File: config.mk
export PLATFORM = sky130hd
export DESIGN_NAME = int_ctrl_flat
export DESIGN_NICKNAME = d
export VERILOG_FILES = /design/src/rtl/int_ctrl_pkg.sv /design/src/rtl/int_ctrl_if.sv /design/src/rtl/int_ctrl_sync_edge.sv /design/src/rtl/int_ctrl.sv /design/src/flat_wrapper.sv
export SDC_FILE = /design/constraint.sdc
export NUM_CORES = 1
export LEC_CHECK = 0
export BUFFER_PORTS_ARGS = -buffer_cell sky130_fd_sc_hd__buf_2
export CAP_MARGIN = 20
export CORE_MARGIN = 3
export CORE_UTILIZATION = 40
export CTS_BUF_LIST = sky130_fd_sc_hd__clkbuf_4 sky130_fd_sc_hd__clkbuf_8
export CTS_CLUSTER_SIZE = 30
export DETAILED_ROUTE_END_ITERATION = 10
export GPL_ROUTABILITY_DRIVEN = 1
export PLACE_DENSITY = 0.67
export SYNTH_ARGS = -nofsm -noshare
export SYNTH_HDL_FRONTEND = slang
export SYNTH_HIERARCHICAL = 1
export SYNTH_SLANG_ARGS = --single-unit
File: constraint.sdc
create_clock -name clk -period 3.2 [get_ports clk]
set_input_delay 0.16 -clock clk [delete_from_list [all_inputs] [get_ports clk]]
set_output_delay 0.16 -clock clk [all_outputs]
set_load 0.02 [all_outputs]
File: src/rtl/int_ctrl_pkg.sv
// int_ctrl_pkg
// Shared definitions for the interrupt controller:
//   state_t       - sequencer state encoding
//   VEC_ADDR      - address of the interrupt vector in memory
//   SEL_*         - mem_addr_sel encodings (stack push, stack pop, vector)
package int_ctrl_pkg;

    typedef enum logic [2:0] {
        ST_IDLE   = 3'd0,
        ST_FLUSH  = 3'd1,
        ST_PUSH   = 3'd2,
        ST_VEC    = 3'd3,
        ST_JUMP   = 3'd4,
        ST_POP    = 3'd5,
        ST_RESUME = 3'd6
    } state_t;

    localparam logic [7:0] VEC_ADDR = 8'h01;

    localparam logic [1:0] SEL_PUSH = 2'd0;
    localparam logic [1:0] SEL_POP  = 2'd1;
    localparam logic [1:0] SEL_VEC  = 2'd2;

endpackage

File: src/rtl/int_ctrl_if.sv
// int_ctrl_if
// Stack/vector memory port of the interrupt controller.
//   mem_req      - request active (controller -> memory)
//   mem_we       - 1 = push (write), 0 = read
//   mem_addr_sel - address source: SP-push, SP-pop or VEC_ADDR
//   mem_wdata    - data written on push
//   mem_ack      - request completed (memory -> controller)
//   mem_rdata    - read data, valid with mem_ack
interface int_ctrl_if;

    logic       mem_req;
    logic       mem_we;
    logic [1:0] mem_addr_sel;
    logic [7:0] mem_wdata;
    logic       mem_ack;
    logic [7:0] mem_rdata;

    modport master (
        output mem_req, mem_we, mem_addr_sel, mem_wdata,
        input  mem_ack, mem_rdata
    );

    modport slave (
        input  mem_req, mem_we, mem_addr_sel, mem_wdata,
        output mem_ack, mem_rdata
    );

endinterface

File: src/rtl/int_ctrl_sync_edge.sv
// int_ctrl_sync_edge
// Two-flop synchronizer followed by a rising-edge detector.
//   clk  - clock
//   rst  - synchronous active-high reset, clears all flops
//   din  - asynchronous input
//   rise - one-cycle pulse on each synchronized 0->1 transition
module int_ctrl_sync_edge (
    input  logic clk,
    input  logic rst,
    input  logic din,
    output logic rise
);

    logic meta;
    logic sync;
    logic sync_d;

    always_ff @(posedge clk) begin
        if (rst) begin
            meta   <= 1'b0;
            sync   <= 1'b0;
            sync_d <= 1'b0;
        end else begin
            meta   <= din;
            sync   <= meta;
            sync_d <= sync;
        end
    end

    assign rise = sync & ~sync_d;

endmodule

File: src/rtl/int_ctrl.sv
// int_ctrl
// Interrupt entry/exit sequencer: flushes the pipeline, pushes the return
// PC, fetches the vector and jumps; on RTI pops the PC and resumes.
//   clk, rst      - clock, synchronous active-high reset
//   intr_in       - asynchronous interrupt request (edge triggered)
//   rti_dec       - one-cycle RTI decode pulse
//   pc_ret        - return PC, latched at interrupt entry
//   bus           - stack/vector memory port (int_ctrl_if.master)
//   flush, stall  - pipeline control
//   pc_load(_val) - one-cycle PC override
//   copy_ccr      - CCR backup pulse, paste_ccr - CCR restore pulse
//   in_service    - handler active, further interrupts held pending
//
// state     | meaning
// ----------+---------------------------------------------------------
// IDLE      | normal execution, watching for pending interrupt or RTI
// FLUSH     | flush pipeline, back up CCR, latch return PC
// PUSH      | write return PC to stack, wait for ack
// VEC       | read vector address, wait for ack
// JUMP      | load PC with vector target
// POP       | read return PC from stack, wait for ack
// RESUME    | load PC with popped value, restore CCR, leave service
module int_ctrl
    import int_ctrl_pkg::*;
(
    input  logic             clk,
    input  logic             rst,
    input  logic             intr_in,
    input  logic             rti_dec,
    input  logic [7:0]       pc_ret,
    int_ctrl_if.master       bus,
    output logic             flush,
    output logic             stall,
    output logic             pc_load,
    output logic [7:0]       pc_load_val,
    output logic             copy_ccr,
    output logic             paste_ccr,
    output logic             in_service
);

    state_t state;
    logic   intr_edge;
    logic   pending;

    int_ctrl_sync_edge u_sync_edge (
        .clk  (clk),
        .rst  (rst),
        .din  (intr_in),
        .rise (intr_edge)
    );

    // Outputs are registered: each transition loads the outputs of the
    // state being entered. Pulse outputs default to 0 every cycle.
    always_ff @(posedge clk) begin
        if (rst) begin
            state            <= ST_IDLE;
            pending          <= 1'b0;
            in_service       <= 1'b0;
            flush            <= 1'b0;
            stall            <= 1'b0;
            pc_load          <= 1'b0;
            pc_load_val      <= 8'h00;
            copy_ccr         <= 1'b0;
            paste_ccr        <= 1'b0;
            bus.mem_req      <= 1'b0;
            bus.mem_we       <= 1'b0;
            bus.mem_addr_sel <= SEL_PUSH;
            bus.mem_wdata    <= 8'h00;
        end else begin
            // A fresh edge during FLUSH is a new request and must survive.
            if (intr_edge)
                pending <= 1'b1;
            else if (state == ST_FLUSH)
                pending <= 1'b0;

            flush       <= 1'b0;
            copy_ccr    <= 1'b0;
            paste_ccr   <= 1'b0;
            pc_load     <= 1'b0;
            pc_load_val <= 8'h00;

            case (state)
                ST_IDLE: begin
                    if (rti_dec && in_service) begin
                        state            <= ST_POP;
                        stall            <= 1'b1;
                        bus.mem_req      <= 1'b1;
                        bus.mem_we       <= 1'b0;
                        bus.mem_addr_sel <= SEL_POP;
                    end else if (pending && !in_service && !rti_dec) begin
                        state    <= ST_FLUSH;
                        stall    <= 1'b1;
                        flush    <= 1'b1;
                        copy_ccr <= 1'b1;
                    end
                end
                ST_FLUSH: begin
                    state            <= ST_PUSH;
                    in_service       <= 1'b1;
                    bus.mem_req      <= 1'b1;
                    bus.mem_we       <= 1'b1;
                    bus.mem_addr_sel <= SEL_PUSH;
                    bus.mem_wdata    <= pc_ret;
                end
                ST_PUSH: begin
                    if (bus.mem_ack) begin
                        state            <= ST_VEC;
                        bus.mem_we       <= 1'b0;
                        bus.mem_addr_sel <= SEL_VEC;
                        bus.mem_wdata    <= 8'h00;
                    end
                end
                ST_VEC: begin
                    if (bus.mem_ack) begin
                        state            <= ST_JUMP;
                        bus.mem_req      <= 1'b0;
                        bus.mem_addr_sel <= SEL_PUSH;
                        pc_load          <= 1'b1;
                        pc_load_val      <= bus.mem_rdata;
                    end
                end
                ST_JUMP: begin
                    state <= ST_IDLE;
                    stall <= 1'b0;
                end
                ST_POP: begin
                    if (bus.mem_ack) begin
                        state            <= ST_RESUME;
                        bus.mem_req      <= 1'b0;
                        bus.mem_addr_sel <= SEL_PUSH;
                        pc_load          <= 1'b1;
                        pc_load_val      <= bus.mem_rdata;
                        paste_ccr        <= 1'b1;
                    end
                end
                ST_RESUME: begin
                    state      <= ST_IDLE;
                    stall      <= 1'b0;
                    in_service <= 1'b0;
                end
                default: begin
                    state            <= ST_IDLE;
                    stall            <= 1'b0;
                    bus.mem_req      <= 1'b0;
                    bus.mem_we       <= 1'b0;
                    bus.mem_addr_sel <= SEL_PUSH;
                    bus.mem_wdata    <= 8'h00;
                end
            endcase
        end
    end

endmodule

File: src/flat_wrapper.sv
// flat-port wrapper written by rule: the top's interface ports become plain ports
module int_ctrl_flat import int_ctrl_pkg::*;
  (clk, rst, intr_in, rti_dec, pc_ret, flush, stall, pc_load, pc_load_val, copy_ccr, paste_ccr, in_service, bus_mem_req, bus_mem_we, bus_mem_addr_sel, bus_mem_wdata, bus_mem_ack, bus_mem_rdata);
  int_ctrl_if bus_i ();
  input  logic clk;
  input  logic rst;
  input  logic intr_in;
  input  logic rti_dec;
  input  logic [7:0] pc_ret;
  output logic flush;
  output logic stall;
  output logic pc_load;
  output logic [7:0] pc_load_val;
  output logic copy_ccr;
  output logic paste_ccr;
  output logic in_service;
  output wire logic [$bits(bus_i.mem_req)-1:0] bus_mem_req;
  output wire logic [$bits(bus_i.mem_we)-1:0] bus_mem_we;
  output wire logic [$bits(bus_i.mem_addr_sel)-1:0] bus_mem_addr_sel;
  output wire logic [$bits(bus_i.mem_wdata)-1:0] bus_mem_wdata;
  input wire logic [$bits(bus_i.mem_ack)-1:0] bus_mem_ack;
  input wire logic [$bits(bus_i.mem_rdata)-1:0] bus_mem_rdata;
  assign bus_mem_req = bus_i.mem_req;
  assign bus_mem_we = bus_i.mem_we;
  assign bus_mem_addr_sel = bus_i.mem_addr_sel;
  assign bus_mem_wdata = bus_i.mem_wdata;
  assign bus_i.mem_ack = bus_mem_ack;
  assign bus_i.mem_rdata = bus_mem_rdata;
  int_ctrl u_core (.clk(clk), .rst(rst), .intr_in(intr_in), .rti_dec(rti_dec), .pc_ret(pc_ret), .bus(bus_i), .flush(flush), .stall(stall), .pc_load(pc_load), .pc_load_val(pc_load_val), .copy_ccr(copy_ccr), .paste_ccr(paste_ccr), .in_service(in_service));
endmodule
==> results of run 1 <==
## flip-flops by register name, summed over array words and instances (netlist names), 2 cells and up
signal / count
u_core/state: 3
u_core/bus.mem_wdata: 8
u_core/bus.mem_addr_sel: 2
u_core/pc_load_val: 8
## power breakdown
group          switching (mW)  total, mW  internal (mW)
clock                   0.125      0.215         0.0893
sequential             0.0772      0.545          0.468
combinational           0.235      0.421          0.186
total                   0.437       1.18          0.743
## worst reg2reg max path: cells and delay by family, from the launching register on
kind / cells / cell delay [ns]
and+or+nand+nor: 3 / 1.16
DFF: 1 / 0.58
AOI/OAI and AO/OA: 1 / 0.19
## cell usage in the layout, fill, tap and decap left out, types with 4 or more instances in the layout
cell / synthesis / final
and2_1: 8 / 8
dfxtp_1: 32 / 32
a21oi_1: 8 / 8
a22oi_1: 8 / 8
nand2b_1: 4 / 4
nand2_1: 6 / 6
nor2_1: 12 / 12
nor2b_1: 6 / 6
buf_2: 2 / 46
clkbuf_4: 0 / 6
## cells in the mapped netlist
library cell / instances
inv_1: 1
xor2_1: 1
nand2b_1: 4
o31ai_1: 1
a21bo_2: 1
o21bai_1: 1
a2111oi_2: 1
buf_4: 3
nand2_1: 6
o21ai_1: 1
dfxtp_1: 32
nand3b_1: 1
mux2_2: 1
buf_6: 1
o21ai_0: 2
and4b_1: 1
or4_1: 1
o31ai_4: 1
nor3b_1: 2
nor2_2: 1
or3b_1: 1
a221oi_2: 1
nand3_1: 1
clkbuf_1: 4
nor3_1: 2
and3b_1: 2
nor2b_1: 6
a22oi_1: 8
nor2b_2: 1
and2_1: 8
a2bb2oi_1: 1
a211oi_1: 2
a21oi_1: 8
a21boi_0: 1
mux2i_1: 1
buf_2: 2
o21ba_2: 1
nor3_2: 1
nor2_1: 12
## through the flow
stage	cell area (um2)	hold slack, ns	worst slack (ns)	std cells	utilization, %
after CTS	1530	0.0177	1.22	211	53.1
after global placement	1480	0.360	1.32	204	51.3
after global routing	1530	0.0192	1.07	211	53.1
after floorplan	1250	0.232	1.81	126	-
final	1530	0.0301	1.21	211	53.1
after detailed placement	1480	0.364	1.24	204	51.3
## area by class of cell
type | count | area, um2
Tap cell | 42 | 52.6
Inverter | 1 | 3.75
Fill cell | 279 | 1350
Clock buffer | 6 | 45.0
Timing Repair Buffer | 46 | 230
Clock inverter | 1 | 5.00
Sequential cell | 32 | 641
Multi-Input combinational cell | 83 | 549
## worst max-delay path by stage
stage | startpoint | endpoint | slack (ns)
after floorplan | u_core/in_service | u_core/state[2] | 1.81
after global placement | u_core/state[0] | u_core/bus.mem_wdata[2] | 1.32
after detailed placement | u_core/state[0] | u_core/bus.mem_wdata[7] | 1.24
after CTS | u_core/state[0] | u_core/bus.mem_wdata[7] | 1.22
after global routing | u_core/state[0] | u_core/bus.mem_wdata[1] | 1.07
final | u_core/state[0] | u_core/bus.mem_wdata[6] | 1.21
## cell families after synthesis
group	synth area share, %
AOI/OAI and AO/OA	18.6
buffers and inverters	4.99
and+or+nand+nor	22.9
DFF	51.1
muxes	1.70
xor gates and xnor gates	0.699
## per-layer routing
metal  GRT usage, %  vias to the layer above
li1               -                      525
met1           17.5                      460
met2           20.7                       34
met3           5.37                        6
met4           7.27                        0
met5              0                        -
==> run metrics, run 1 <==
Max Used Layer met4; Site Rows 19; number of buffers and inverters on the critical path 0; Final Hold Vio Count 0; RSZ-0062 raised after global routing no; CP peak stage delay 0.58 ns; Iter 0 DRT Violations 43; Root Buffer clkbuf_4; Final GP Congestion 0.798; gr usage total between 10 and 15%; H-tree Lvls 2; final setup fails 0; routed vias approximately 1k; launch point of the worst hold path bus_mem_rdata[7]; critical path cell sequence nor2b_1, nor2b_1, a22oi_1, nor2_1; worst setup skew after layout 0.00840 ns; register area share after synthesis between 50% and 60%; clock slew at reported path FFs roughly 0.09 ns; # resized after CTS 0; DR pass1 iterations 5; vias in the first global route 924; Max Clock Freq 0.503 GHz; Crit-path slowest cell dfxtp_1; setup_tns 0 ns; CP Class reg -> reg; grt ovf 0; worst r2r path cells 4; # diodes 0; die width 62.0 um; total power 1.18 mW; cell family with most CP delay simple AND/OR/NAND/NOR gates; hold_buf cts 0; initial antenna violation count 0; Reg2Reg Setup Slack 1.21 ns; synthesis-stage register bit count 32; area growth from synthesis to layout 21.9%; Synth Warn # 6; post-route ant nets 0; Crit path depth 4; Worst Tran Pin Value 0.673 ns; Peak VDD IR 0.447 mV; FF-to-FF End u_core/bus.mem_wdata[6]; Clk Latency, worst-skew pair about 0.32 ns; CP Max Fanout 14; HPWL Detailed roughly 1.8 mm; CORE AREA 2880 um2; Cells after Synth 126; post-synth design cell area 1250 um2; Power Dens Cells 773 nW/um2; initial cell density of the core about 44%; first-pass GRT wire length 3.91 mm; Critical R2R Launch u_core/state[0]; port bufs 46; Avg Cell Area, Syn 9.94 um2; fraction of layout cells with a size suffix above 1 36.7%; Post-Synthesis Net Count ~150; pins over their slew limit 0; total CTS buffers 5; Yosys top cell by area dfxtp_1; crit share post-route between 60% and 70%; outcome complete, no violations; Yosys top cell area share 51.1%; CP endpoint kind flip-flop; clk buf depth 2; Worst EP arrival 2.25 ns; Routed met1 length approximately 1.1 mm; CTS tree done; type of element launching the critical path flip-flop; DRC viols 0; CP most frequent cell nor2b_1; crit path time final 1.99 ns; met3 wire len 149 um; Leakage between 0.7 and 0.8 nW; Top-Level Pins 47; Setup Buffers After CTS 0; metal2 WL 1.18 mm; Cells on Worst Hold Path 2; post-synth cell types 39; Die Footprint 3840 um2; largest net degree at the start of global routing 27; max cap viols 0; Vias/cell just under 5; post-DR wirelength/cell roughly 12 um; Max-Slew Margin vs Limit 55.1%; hold endpoint u_core/pc_load_val[7]; Synth area leaders dfxtp_1 (51%), a22oi_1 (4.8%), and2_1 (4.0%), nor2_1 (3.6%), a21oi_1 (3.2%); Nets 190; CP required roughly 3.5 ns; DRT Wirelength 2.46 mm; die height 62.0 um; Sink Count 32; Hold WC Path Type in -> reg
No activity file was read; power rests on OpenSTA's default activity.
==> run 2: changes to the inputs <==
ABC_AREA = 1   (was default)
clock period = 1.91 ns   (was 3.2 ns; I/O delays follow)
==> run 2 against run 1 <==
  * Flip-flop and latch count is the same
  * Clock skew shrank 0.0011 ns
  * Fmax grew 48%
  * Routed wire length grew 20%
  * Synthesized area shrank 1.1%
  * Die area shrank 0.98%
  * Core utilization grew 6.1 points
  * Via count grew 17%
  * Sequential power grew 68%
  * Design area grew 11%
==> run metrics, run 2 <==
Cells after Synth 155 (was 126); final setup fails 0 (unchanged); CP endpoint kind flip-flop (unchanged); DRC viols 0 (unchanged); Synth Warn # 6 (unchanged); Yosys top cell area share 51.7% (was 51.1%); Clk Latency, worst-skew pair 0.33 ns (was 0.32 ns); HPWL Detailed 2.07 mm (was 1.83 mm); synthesis-stage register bit count 32 (unchanged); total CTS buffers 5 (unchanged); Top Registers u_core/bus.mem_wdata (8), u_core/pc_load_val (8), u_core/state (3) (unchanged); setup_tns 0 ns (unchanged); grt peak-use layer met2 (unchanged); Register Area 641 um2 (unchanged); CORE AREA 2850 um2 (was 2880 um2); Yosys top cell by area dfxtp_1 (unchanged); crit share post-route 70.4% (was 62.2%); Root Buffer clkbuf_4 (unchanged); Reg2Reg Setup Slack 0.57 ns (was 1.21 ns); total power 2.52 mW (was 1.18 mW); CP peak stage delay 0.40 ns (was 0.58 ns); H-tree Lvls 2 (unchanged); Vias/cell 4.77 (was 4.86); Top FF cell, synth dfxtp_1 (unchanged); max cap viols 0 (unchanged); Top-Level Pins 47 (unchanged); Post-Synthesis Net Count 176 (was 147); GR Layer Usage met3 5.66% (was 5.37%); post-route ant nets 0 (unchanged); asr flop ratio synth 0% (unchanged); Max-Slew Margin vs Limit 75.4% (was 55.1%); Peak VDD IR 0.610 mV (was 0.447 mV); Synth area leaders dfxtp_1 (52%), nand2_1 (10%), nor2_1 (7.6%), inv_1 (6.4%), a21oi_1 (4.4%) (was dfxtp_1 (51%), a22oi_1 (4.8%), and2_1 (4.0%), nor2_1 (3.6%), a21oi_1 (3.2%)); area occupied by multi-input gates 494 um2 (was 549 um2); port bufs 46 (unchanged); # diodes 0 (unchanged); gr usage total 17.2% (was 14.0%); initial antenna violation count 0 (unchanged); Die Footprint 3800 um2 (was 3840 um2); CTS tree done (unchanged); RSZ-0062 raised after global routing no (unchanged); worst setup skew after layout 0.00727 ns (was 0.00840 ns); Power Dens Cells 1490 nW/um2 (was 773 nW/um2); Sink Count 32 (unchanged); commonest cells after routing, fill and taps aside buf_2 (46), nand2_1 (33), dfxtp_1 (32) (was buf_2 (46), dfxtp_1 (32), nor2_1 (12)); Leakage 0.890 nW (was 0.701 nW); clock slew at reported path FFs 0.10 ns (was 0.09 ns); register area share after synthesis 51.7% (was 51.1%); Worst EP arrival 1.57 ns (was 2.25 ns); Post-synth top cells nand2_1 (33), dfxtp_1 (32), nor2_1 (25) (was dfxtp_1 (32), nor2_1 (12), a21oi_1 (8), a22oi_1 (8), and2_1 (8)); post-DR wirelength/cell 11.8 um (was 11.6 um); Crit-path slowest cell dfxtp_1 (unchanged); Site Rows 19 (unchanged); Avg Cell Area, Syn 7.99 um2 (was 9.94 um2); crit path time final 1.34 ns (was 1.99 ns); type of element launching the critical path flip-flop (unchanged); pins over their slew limit 0 (unchanged); Max Clock Freq 0.744 GHz (was 0.503 GHz); top-count cell post-synth nand2_1 (was dfxtp_1); # resized after CTS 0 (unchanged); CP Max Fanout 8 (was 14); initial cell density of the core 43.4% (was 43.5%); Final GP Congestion 0.909 (was 0.798); routed vias 1198 (was 1025); CP required 2.14 ns (was 3.46 ns); Fillers 273 (was 279); DR pass1 iterations 5 (unchanged); grt ovf 0 (unchanged); number of synthesized flops with an enable pin 0 (unchanged); first-pass GRT wire length 4.75 mm (was 3.91 mm); Nets 240 (was 190); post-synth cell types 24 (was 39); largest net degree at the start of global routing 20 (was 27); met2 Usage GRT 30.0% (was 20.7%); DRT Wirelength 2.96 mm (was 2.46 mm); vias in the first global route 1148 (was 924); post-synth design cell area 1240 um2 (was 1250 um2); clk buf depth 2 (unchanged); Hold WC Path Type in -> reg (unchanged); CP Class reg -> reg (unchanged); die height 61.7 um (was 62.0 um); area growth from synthesis to layout 36.4% (was 21.9%); outcome complete, no violations (unchanged); commonest non-fill, non-tap cell in the layout buf_2 (unchanged); critical path cell sequence inv_2, nand2_1, nand2_2, nand2_1, o21ai_0, nor2_1, nor2_1 (was nor2b_1, nor2b_1, a22oi_1, nor2_1); Iter 0 DRT Violations 68 (was 43); Setup Buffers After CTS 0 (unchanged); Final Hold Vio Count 0 (unchanged); Worst Tran Pin Value 0.365 ns (was 0.673 ns); GR Util met1 19.4% (was 17.5%); die width 61.7 um (was 62.0 um); fraction of layout cells with a size suffix above 1 30.5% (was 36.7%)
-- run 2: changes by cell type after synthesis, sizes merged, moves of 4 or more --
cell / before / now
inv: 1 / 23
nand2: 6 / 36
a22oi: 8 / 0
nand4: 0 / 4
nand3: 1 / 9
buf: 6 / 1
nor2b: 7 / 0
and2: 8 / 1
nand2b: 4 / 0
a21oi: 8 / 12
nor2: 13 / 26
-- run 2: area by class of cell --
| cell class | instances | share of cell area, % |
|---|---|---|
| Clock buffer | 5 | 2.22 |
| Tap cell | 31 | 2.30 |
| Clock inverter | 3 | 1.11 |
| Multi-Input combinational cell | 97 | 29.3 |
| Timing Repair Buffer | 60 | 21.9 |
| Sequential cell | 32 | 37.9 |
| Inverter | 23 | 5.26 |
-- run 2: repair_timing --
action                                  in CTS  in global routing
hold buffers                                13                  1
endpoints found under the setup margin       0                  0
hold endpoints to repair                    13                  1
-- run 2: where the power goes --
| part | internal [mW] | switching (mW) |
|---|---|---|
| clock network | 0.141 | 0.228 |
| logic | 0.417 | 0.815 |
| registers | 0.808 | 0.107 |
| total | 1.37 | 1.15 |
-- run 2: worst paths after layout --
check                     startpoint                       to  cells past startpoint
max                  u_core/state[1]          u_core/state[2]                      7
min                        pc_ret[6]  u_core/bus.mem_wdata[6]                      3
max reg2reg          u_core/state[1]          u_core/state[2]                      7
min reg2reg  u_core/u_sync_edge/meta  u_core/u_sync_edge/sync                      2
-- run 2: worst max-delay path, delay by kind of cell (launching register included) --
family	cells	cell delay [ns]
AND/OR/NAND/NOR	5	0.63
AO/OA/AOI/OAI	1	0.12
flip-flops	1	0.40
buffers and inverters	1	0.10
-- run 2: cells by family (layout without fill, tap and decap cells) --
logic type | Yosys count | after routing | share of synthesized area [%]
buffers and inverters | 26 | 91 | 8.38
AO/OA/AOI/OAI | 18 | 18 | 7.88
flip-flops | 32 | 32 | 51.7
AND/OR/NAND/NOR | 79 | 79 | 32.0
-- run 2: layer usage --
| metal | vias to the layer above | part of all wire, % |
|---|---|---|
| met3 | 5 | 7.3 |
| met4 | 0 | 1.4 |
| met5 | - | 0 |
| met2 | 54 | 50 |
| li1 | 613 | - |
| met1 | 526 | 41 |
-- run 2: per-stage QoR --
stage / instance area (um2) / instances / setup WS [ns] / util (%) / hold slack [ns]
3_3_place_gp: 1490 / 229 / 0.641 / 52.3 / 0.301
4_1_cts: 1680 / 250 / 0.561 / 58.9 / 0.00125
3_5_place_dp: 1490 / 229 / 0.578 / 52.3 / 0.314
2_1_floorplan: 1240 / 155 / 0.733 / - / 0.167
5_1_grt: 1690 / 251 / 0.390 / 59.2 / 0.0188
6_report: 1690 / 251 / 0.566 / 59.2 / 0.0260
==> run 3: changes to the inputs <==
ABC_AREA = 0   (was 1)
PLACE_DENSITY = 0.7   (was 0.67)
clock period = 1.1 ns   (was 1.91 ns; I/O delays follow)
==> run 3 against run 2 <==
  * The run now ends with negative setup slack left
  * Register-to-register slack got worse by 0.82 ns
  * Sequential share of layout area shrank 5.4 points
  * Setup slack got worse by 0.82 ns
  * Clock power is 69% higher
  * Via count decreased by 1.8%
  * Flip-flop and latch count did not move
  * Sequential power up 69%
  * Worst hold slack improved by 0.010 ns
  * Total power up 71%
  * Critical endpoint unchanged
  * Largest cell class is now multi-input combinational cells
  * Highest routed layer unchanged
==> run metrics, run 3 (synthesis gave the netlist of run 1 again) <==
outcome finished with violations (was complete, no violations); failing checks negative setup slack; DRC viols 0 (unchanged); Worst Tran Pin Value 0.460 ns (was 0.365 ns); final setup fails 24 (was 0); worst hold slack 0.0362 ns (was 0.0260 ns); Max-Slew Margin vs Limit 69.3% (was 75.4%); DR pass1 iterations 4 (was 5); initial antenna violation count 0 (unchanged); CP required 1.36 ns (was 2.14 ns); Top-Level Pins 47 (unchanged); Iter 0 DRT Violations 45 (was 68); Setup WS pre-CTS -0.381 ns (was 0.578 ns); routed vias 1176 (was 1198); Cells on Worst Hold Path 3 (unchanged); port bufs 46 (unchanged); clock slew at reported path FFs 0.09 ns (was 0.10 ns); crit path time final 1.35 ns (was 1.34 ns); gr usage total 18.2% (was 17.2%); design area 2020 um2 (was 1690 um2); area growth from synthesis to layout 61.4% (was 36.4%); CORE AREA 2880 um2 (was 2850 um2); fraction of layout cells with a size suffix above 1 54.6% (was 30.5%); Peak VDD IR 0.965 mV (was 0.610 mV); final setup margin -0.250 ns (was 0.566 ns); commonest cells after routing, fill and taps aside buf_2 (46), dfxtp_1 (27), dlygate4sd3_1 (15) (was buf_2 (46), nand2_1 (33), dfxtp_1 (32)); Net Sw Power 1.58 mW (was 1.15 mW); Hold WC Path Type in -> reg (unchanged); power share of the clock group 14.5% (was 14.7%); Nets 226 (was 240); Power Dens Cells 2130 nW/um2 (was 1490 nW/um2); RSZ-0062 raised after global routing yes (was no); vias in the first global route 1187 (was 1148); H-tree Lvls 2 (unchanged); type of element launching the critical path flip-flop (unchanged); initial cell density of the core 43.5% (was 43.4%); commonest non-fill, non-tap cell in the layout buf_2 (unchanged); Clk Latency, worst-skew pair 0.32 ns (was 0.33 ns); total power 4.30 mW (was 2.52 mW); Top Registers u_core/bus.mem_wdata (8), u_core/pc_load_val (8), u_core/state (3) (unchanged); Worst EP arrival 1.61 ns (was 1.57 ns); die width 62.0 um (was 61.7 um); # diodes 0 (unchanged); first-pass GRT wire length 5.02 mm (was 4.75 mm); pins over their slew limit 0 (unchanged); Flop pwr share 36.1% (was 36.4%); CP endpoint kind flip-flop (unchanged); grt ovf 0 (unchanged); post-DR wirelength/cell 13.7 um (was 11.8 um); Final Hold Vio Count 0 (unchanged); Max Clock Freq 0.740 GHz (was 0.744 GHz); max cap viols 0 (unchanged); Site Rows 19 (unchanged); DRT Wirelength 3.38 mm (was 2.96 mm); placed inst area 1650 um2 (was 1490 um2); CP Max Fanout 9 (was 8); Leakage 0.925 nW (was 0.890 nW); total CTS buffers 5 (unchanged); post-route ant nets 0 (unchanged); CP Class reg -> reg (unchanged); CTS tree done (unchanged); Int Pwr 2.72 mW (was 1.37 mW); crit share post-route 123% (was 70.4%); Comb pwr share 49.4% (was 48.9%); worst r2r path cells 4 (was 7); HPWL Detailed 2.20 mm (was 2.07 mm); Switching Share 36.8% (was 45.7%); worst setup skew after layout 0.00603 ns (was 0.00727 ns); final core occ 70.3% (was 59.2%); Reg2Reg Setup Slack -0.25 ns (was 0.57 ns); Vias/cell 4.76 (was 4.77); die height 62.0 um (was 61.7 um); Die Footprint 3840 um2 (was 3800 um2); Sink Count 32 (unchanged); Root Buffer clkbuf_4 (unchanged); Final GP Congestion 0.760 (was 0.909); largest net degree at the start of global routing 21 (was 20); clk buf depth 2 (unchanged)
==> run 3: cell types whose count changed in the layout (fill, tap and decap cells not counted), moves of 6 or more <==
| cell | change |
|---|---|
| and2_1 | +7 |
| a21oi_1 | -6 |
| inv_1 | -20 |
| nand2_1 | -29 |
| nor2_1 | -13 |
| buf_4 | +14 |
==> run 3: layer usage <==
metal	GRT usage, %	part of all wire (%)	up-vias
met2	31.4	53	31
li1	-	-	596
met3	6.82	4.3	2
met4	7.27	0.56	0
met1	20.1	42	547
met5	0	0	-
==> run 3: per-stage QoR <==
stage	TNS [ns]	instances
2_1_floorplan	-1.04	126
3_3_place_gp	-5.72	219
3_5_place_dp	-6.76	219
4_1_cts	-4.41	243
5_1_grt	-5.50	247
6_report	-3.81	247
==> run 3: worst paths after layout <==
check,from,to
max,u_core/state[1],u_core/state[2]
min,pc_ret[1],u_core/bus.mem_wdata[1]
max reg2reg,u_core/state[1],u_core/state[2]
min reg2reg,u_core/u_sync_edge/meta,u_core/u_sync_edge/sync
==> run 3: power by group through the flow <==
stage | clock [mW] | sequential [mW] | combinational, mW
finish | 0.624 | 1.55 | 2.13
global route | 0.715 | 1.58 | 2.29
CTS | 0.661 | 1.53 | 1.87
detailed placement | 0 | 1.55 | 1.71
global placement | 0 | 1.54 | 1.66
floorplan | 0 | 1.73 | 0.973
==> run 3: worst max-delay path, stage by stage, from the launching register on <==
cell	delay [ns]
dfxtp_4	0.37
buf_12	0.14
or4_4	0.50
a21oi_2	0.13
mux2_4	0.15
==> run 3: final cells by class <==
| cell class | instances | area, um2 |
|---|---|---|
| clock buffer | 6 | 45.0 |
| tap | 42 | 52.6 |
| clock inverter | 1 | 5.00 |
| inverter | 1 | 3.75 |
| fill | 208 | 855 |
| sequential | 32 | 657 |
| multi-input combinational | 84 | 697 |
| timing repair buffer | 81 | 562 |
==> run 3: repair_timing <==
item                                   in CTS  in global routing
setup endpoints to repair                  26                 25
endpoints found under the hold margin      15                  0
setup buffers                               2                  3
gates cloned                                0                  1
pin swaps                                   2                 15
hold buffers                               15                  0
gates resized for setup                     9                 24
